### src/rtl/piso_shift_param.sv
// piso_shift_param
//   Parametrised parallel-in/serial-out shift register with a ready/valid
//   style load handshake. A WIDTH-bit word is captured on an accepted load
//   and emitted one bit per clock on q, MSB-first or LSB-first as selected
//   per word. A load accepted during the final cycle of a frame starts the
//   next frame with no idle gap.
//
//   Optional feature (macro PISO_PARITY_EN): an even-parity bit (XOR of the
//   captured word) is appended after every word in a PAR state. done/ready
//   then move to the PAR cycle.
//
// Parameters
//   WIDTH  data word width, 1..32
//   CNT_W  bit-counter width, derived from WIDTH
//
// Ports
//   clk        in   rising-edge clock
//   reset      in   asynchronous active-low reset
//   load       in   load request, accepted when ready=1 at the edge
//   din        in   parallel word, sampled on an accepted load
//   lsb_first  in   bit order of the loaded word (0 MSB first, 1 LSB first)
//   ready      out  a load is accepted at the next edge
//   q          out  serial data bit, 0 when q_valid=0
//   q_valid    out  q carries a live bit
//   done       out  high during the final serial bit of a frame
module piso_shift_param #(
    parameter  int unsigned WIDTH = 8,
    localparam int unsigned CNT_W = $clog2(WIDTH + 1)
) (
    input  logic             clk,
    input  logic             reset,
    input  logic             load,
    input  logic [WIDTH-1:0] din,
    input  logic             lsb_first,
    output logic             ready,
    output logic             q,
    output logic             q_valid,
    output logic             done
);

`ifdef PISO_PARITY_EN
    typedef enum logic [1:0] {
        IDLE,
        SHIFT,
        PAR
    } state_t;
`else
    typedef enum logic [1:0] {
        IDLE,
        SHIFT
    } state_t;
`endif

    state_t             state_q, state_d;
    logic [WIDTH-1:0]   sr_q,    sr_d;
    logic [CNT_W-1:0]   cnt_q,   cnt_d;
    logic               lsb_q,   lsb_d;
`ifdef PISO_PARITY_EN
    logic               par_q,   par_d;
`endif

    logic               last_bit;
    logic               accept;

    always_ff @(posedge clk or negedge reset) begin
        if (!reset) begin
            state_q <= IDLE;
            sr_q    <= '0;
            cnt_q   <= '0;
            lsb_q   <= 1'b0;
`ifdef PISO_PARITY_EN
            par_q   <= 1'b0;
`endif
        end else begin
            state_q <= state_d;
            sr_q    <= sr_d;
            cnt_q   <= cnt_d;
            lsb_q   <= lsb_d;
`ifdef PISO_PARITY_EN
            par_q   <= par_d;
`endif
        end
    end

    // Next-state logic. ready depends on registered state only, so accept
    // has no path to the serial outputs other than through the flops.
    always_comb begin
        state_d  = state_q;
        sr_d     = sr_q;
        cnt_d    = cnt_q;
        lsb_d    = lsb_q;
`ifdef PISO_PARITY_EN
        par_d    = par_q;
`endif
        last_bit = (state_q == SHIFT) && (cnt_q == '0);

`ifdef PISO_PARITY_EN
        ready    = (state_q == IDLE) || (state_q == PAR);
`else
        ready    = (state_q == IDLE) || last_bit;
`endif
        accept   = load && ready;

        case (state_q)
            IDLE: begin
                state_d = IDLE;
            end
            SHIFT: begin
                // Zero-fill shift in the latched direction.
                if (lsb_q) begin
                    sr_d = sr_q >> 1;
                end else begin
                    sr_d = sr_q << 1;
                end
                if (last_bit) begin
`ifdef PISO_PARITY_EN
                    state_d = PAR;
`else
                    state_d = IDLE;
`endif
                end else begin
                    cnt_d = cnt_q - 1'b1;
                end
            end
`ifdef PISO_PARITY_EN
            PAR: begin
                state_d = IDLE;
            end
`endif
            default: begin
                state_d = IDLE;
            end
        endcase

        // An accepted load overrides the end-of-frame transition, which
        // gives gap-free back-to-back frames.
        if (accept) begin
            state_d = SHIFT;
            sr_d    = din;
            lsb_d   = lsb_first;
            cnt_d   = CNT_W'(WIDTH - 1);
`ifdef PISO_PARITY_EN
            par_d   = ^din;
`endif
        end
    end

    // Output decode from registered state only.
    always_comb begin
        q       = 1'b0;
        q_valid = 1'b0;
        done    = 1'b0;
        case (state_q)
            SHIFT: begin
                q       = lsb_q ? sr_q[0] : sr_q[WIDTH-1];
                q_valid = 1'b1;
`ifndef PISO_PARITY_EN
                done    = last_bit;
`endif
            end
`ifdef PISO_PARITY_EN
            PAR: begin
                q       = par_q;
                q_valid = 1'b1;
                done    = 1'b1;
            end
`endif
            default: begin
                q       = 1'b0;
                q_valid = 1'b0;
                done    = 1'b0;
            end
        endcase
    end

endmodule

### config.mk
export PLATFORM = sky130hd
export DESIGN_NAME = piso_shift_param
export DESIGN_NICKNAME = d
export VERILOG_FILES = /design/src/rtl/piso_shift_param.sv
export SDC_FILE = /design/constraint.sdc
export NUM_CORES = 1
export LEC_CHECK = 0
export CELL_PAD_IN_SITES_DETAIL_PLACEMENT = 0
export CELL_PAD_IN_SITES_GLOBAL_PLACEMENT = 1
export CORE_MARGIN = 10
export CORE_UTILIZATION = 25
export CTS_CLUSTER_DIAMETER = 50
export DETAILED_ROUTE_END_ITERATION = 16
export DONT_BUFFER_PORTS = 1
export PLACE_DENSITY_LB_ADDON = 0.05
export SYNTH_ARGS = -nofsm -noshare
export SYNTH_HDL_FRONTEND = slang
export SYNTH_SLANG_ARGS = --single-unit
### constraint.sdc
create_clock -name clk -period 5.3 [get_ports clk]
set_clock_uncertainty 0.1 [all_clocks]
set_input_delay 1.59 -clock clk [delete_from_list [all_inputs] [get_ports clk]]
set_output_delay 1.59 -clock clk [all_outputs]
set_load 0.03 [all_outputs]
==> impl_results.md <==
- Worst Setup Start Kind: flip-flop
- Die Wd: 77.8 µm
- Flop pwr share: 0.383
- Router iterations before antenna repair: 4
- GRT Overall Usage: 0.0769
- Critical Path AT: 1.92 ns
- Most common cell after layout, fill and taps aside: dfrtp_1
- Clock share of power: 0.150
- Final Setup Violations: 0
- Vias in the first global route: 691
- CTS root buf: clkbuf_4
- Drt total wl: 2180 µm
- Largest family of logic cells by synthesized area: compound AO/OA/AOI/OAI gates
- Skew-Pair Late Insertion Delay: 0.28 ns
- Io pins: 16
- Drt initial violations: 45
- Largest net degree at the start of global routing: 29
- Adder-cell share of the synthesized area: 0.0150
- Post-synthesis mux area share: 0.114
- PwrDens: 596 nW/µm²
- Total net switching power: 0.231 mW
- CTS clk-pin slew, worst paths: 0.09 ns
- Switching share of power: 0.431
- Post-synth EDFFs: 0
- CP max-delay cell: or3b_4
- CP Class: reg2out
- P_leak: 0.457 nW
- Hold Slack: 0.444 ns
- Via density: 5.08
- Layout filler cell count: 335
- Drc violations: 0
- Most frequent cells in the layout: 14 x dfrtp_1, 8 x mux2i_1, 8 x a21oi_1, 8 x nand3_1
- CTS tree: yes
- Antenna-violating nets left: 0
- CTS Hold Bufs: 0
- Dpl cell area: 862 µm²
- IO Port Bufs: 0
- Slew HR: 0.617
- Mapped Avg Cell Area: 9.59 µm²
- CP bufs+invs: 1
- Post-cts sizing count: 0
- RSZ-0062 raised after global routing: false
- # Post-CTS Setup Buffers: 0
- Crit path capture type: output pin
- Synthesis Warnings: 0
- Initial antenna violation count: 0
- Crit path required time: 3.61 ns
- Status: finished, final reports clean
- Worst-Margin Slew: 0.572 ns
- Final period util: 0.680
- TritonCTS Buffers: 3
- CTS Buffer Depth: 2
- Via count: 655
- Post-route cell area: 898 µm²
- Synth unique cells: 25
- Mapped Area: 835 µm²
- Max FO, Critical Path: 13
- HP Class: reg2reg
- Net Count, Synth: 100
- Comb pwr share: 0.468
- Grt ovf: 0
- Post-route minimum period: 3.61 ns
- Internal: 0.305 mW
- Sequential share of the synthesized area: 0.420
- DIE AREA: 6050 µm²
- Synth Register Bits: 14
- MaxCap Viol Count: 0
- Post-Synth XOR/XNOR Area: 0
- Area delta synth->final: 7.65%
- Core ar.: 3130 µm²
- Cell Rows: 20
- N_diodes: 0
- Crit path cell chain: inv_1 -> ha_1 -> or3b_4 -> nor2_1
- # nets final: 99
- Initial Util: 0.267
- Die Y: 77.8 µm
- Clk sinks: 14
- Simple-gate portion of the synthesized area: 0.175
- Share of post-route cells with drive strength above 1: 0.106
- H-tree Lvls: 1
- Post-synthesis cell count: 87
- Max Slew Vio Count: 0
- FMAX: 277 MHz
- Critical Path Max Stage Delay: 0.48 ns
- Final hold vios: 0
- Setup TNS: 0 ns
- Compound-Gate Fraction of Synth Area: 0.216
- Post-synth ARST share: 1.00
- Top_reg_cell synth: dfrtp_1
- Peak VDD IR: 130 µV
- First-pass GRT wire length: 3680 µm
- RD Place Congestion: 0.697
- CP top delay family: simple AND/OR/NAND/NOR gates
- Routed WL per cell: 16.9 µm
[through the flow]
stage	utilization	worst slack [ns]	total power [mW]	std cells
after CTS	0.287	1.65	0.548	129
after detailed placement	0.276	1.99	0.463	125
final	0.287	1.69	0.536	129
after floorplan	-	1.98	0.416	87
after global placement	0.276	2.01	0.464	125
after global routing	0.287	1.52	0.594	129
[cell type report]
class | count | area [µm²] | share of cell area
multi-input cells | 62 | 434 | 0.483
flip-flops and latches | 14 | 350 | 0.390
well taps | 44 | 55.1 | 0.0613
inverters | 4 | 15.0 | 0.0167
repair buffers | 1 | 7.51 | 0.00836
clock buffers | 4 | 36.3 | 0.0404
[worst register-to-register path, delay by kind of cell (launching register included)]
kind / cells / cell delay (ns)
muxes: 1 / 0.34
DFF: 1 / 0.43
AOI/OAI and AO/OA: 1 / 0.35
and+or+nand+nor: 1 / 0.48
adders and majority gates: 1 / 0.17
buffers and inverters: 1 / 0.07
[registers in the layout (all words and copies together) (netlist names)]
signal / flops
sr_q: 8
cnt_q: 4
lsb_q: 1
state_q: 1
[worst paths after layout]
check	startpoint	endpoint	slack (ns)	cells past startpoint
setup / recovery	cnt_q[0]	done	1.69	4
hold / removal	cnt_q[0]	cnt_q[0]	0.44	1
setup reg to reg	cnt_q[0]	lsb_q	3.25	5
hold reg to reg	cnt_q[0]	cnt_q[0]	0.44	1
max in group asynchronous	reset	sr_q[6]	4.14	0
min in group asynchronous	reset	sr_q[7]	0.89	0
[cell usage after synthesis, drive strengths merged (3+ instances only)]
cell type	n	area (µm²)
a21oi	8	40.0
nor2b	3	18.8
o211a	6	60.1
nand2	4	15.0
nor3	6	30.0
inv	4	15.0
dfrtp	14	350
mux2i	8	80.1
clkbuf	5	18.8
nor2	5	18.8
nand3	8	40.0
[layer usage]
layer	vias to the layer above	global-route usage	part of all wire
li1	317	-	-
met1	321	0.107	0.51
met2	15	0.101	0.42
met3	2	0.0288	0.061
met4	0	0.0328	0.0082
met5	-	0	0
[cells by family (layout without fill, tap and decap cells)]
kind of cell | Yosys count | count (layout)
simple gates | 29 | 29
compound gates | 23 | 23
flops | 14 | 14
buf+inv | 11 | 9
mux | 9 | 9
fa+ha+maj | 1 | 1
[power by group through the flow]
| stage | sequential [mW] | clock [mW] | combinational [mW] |
|---|---|---|---|
| global route | 0.215 | 0.0913 | 0.288 |
| finish | 0.205 | 0.0803 | 0.251 |
| floorplan | 0.183 | 0 | 0.233 |
| CTS | 0.204 | 0.0871 | 0.256 |
| detailed placement | 0.207 | 0 | 0.255 |
| global placement | 0.207 | 0 | 0.257 |
No activity file was read; power rests on OpenSTA's default activity.
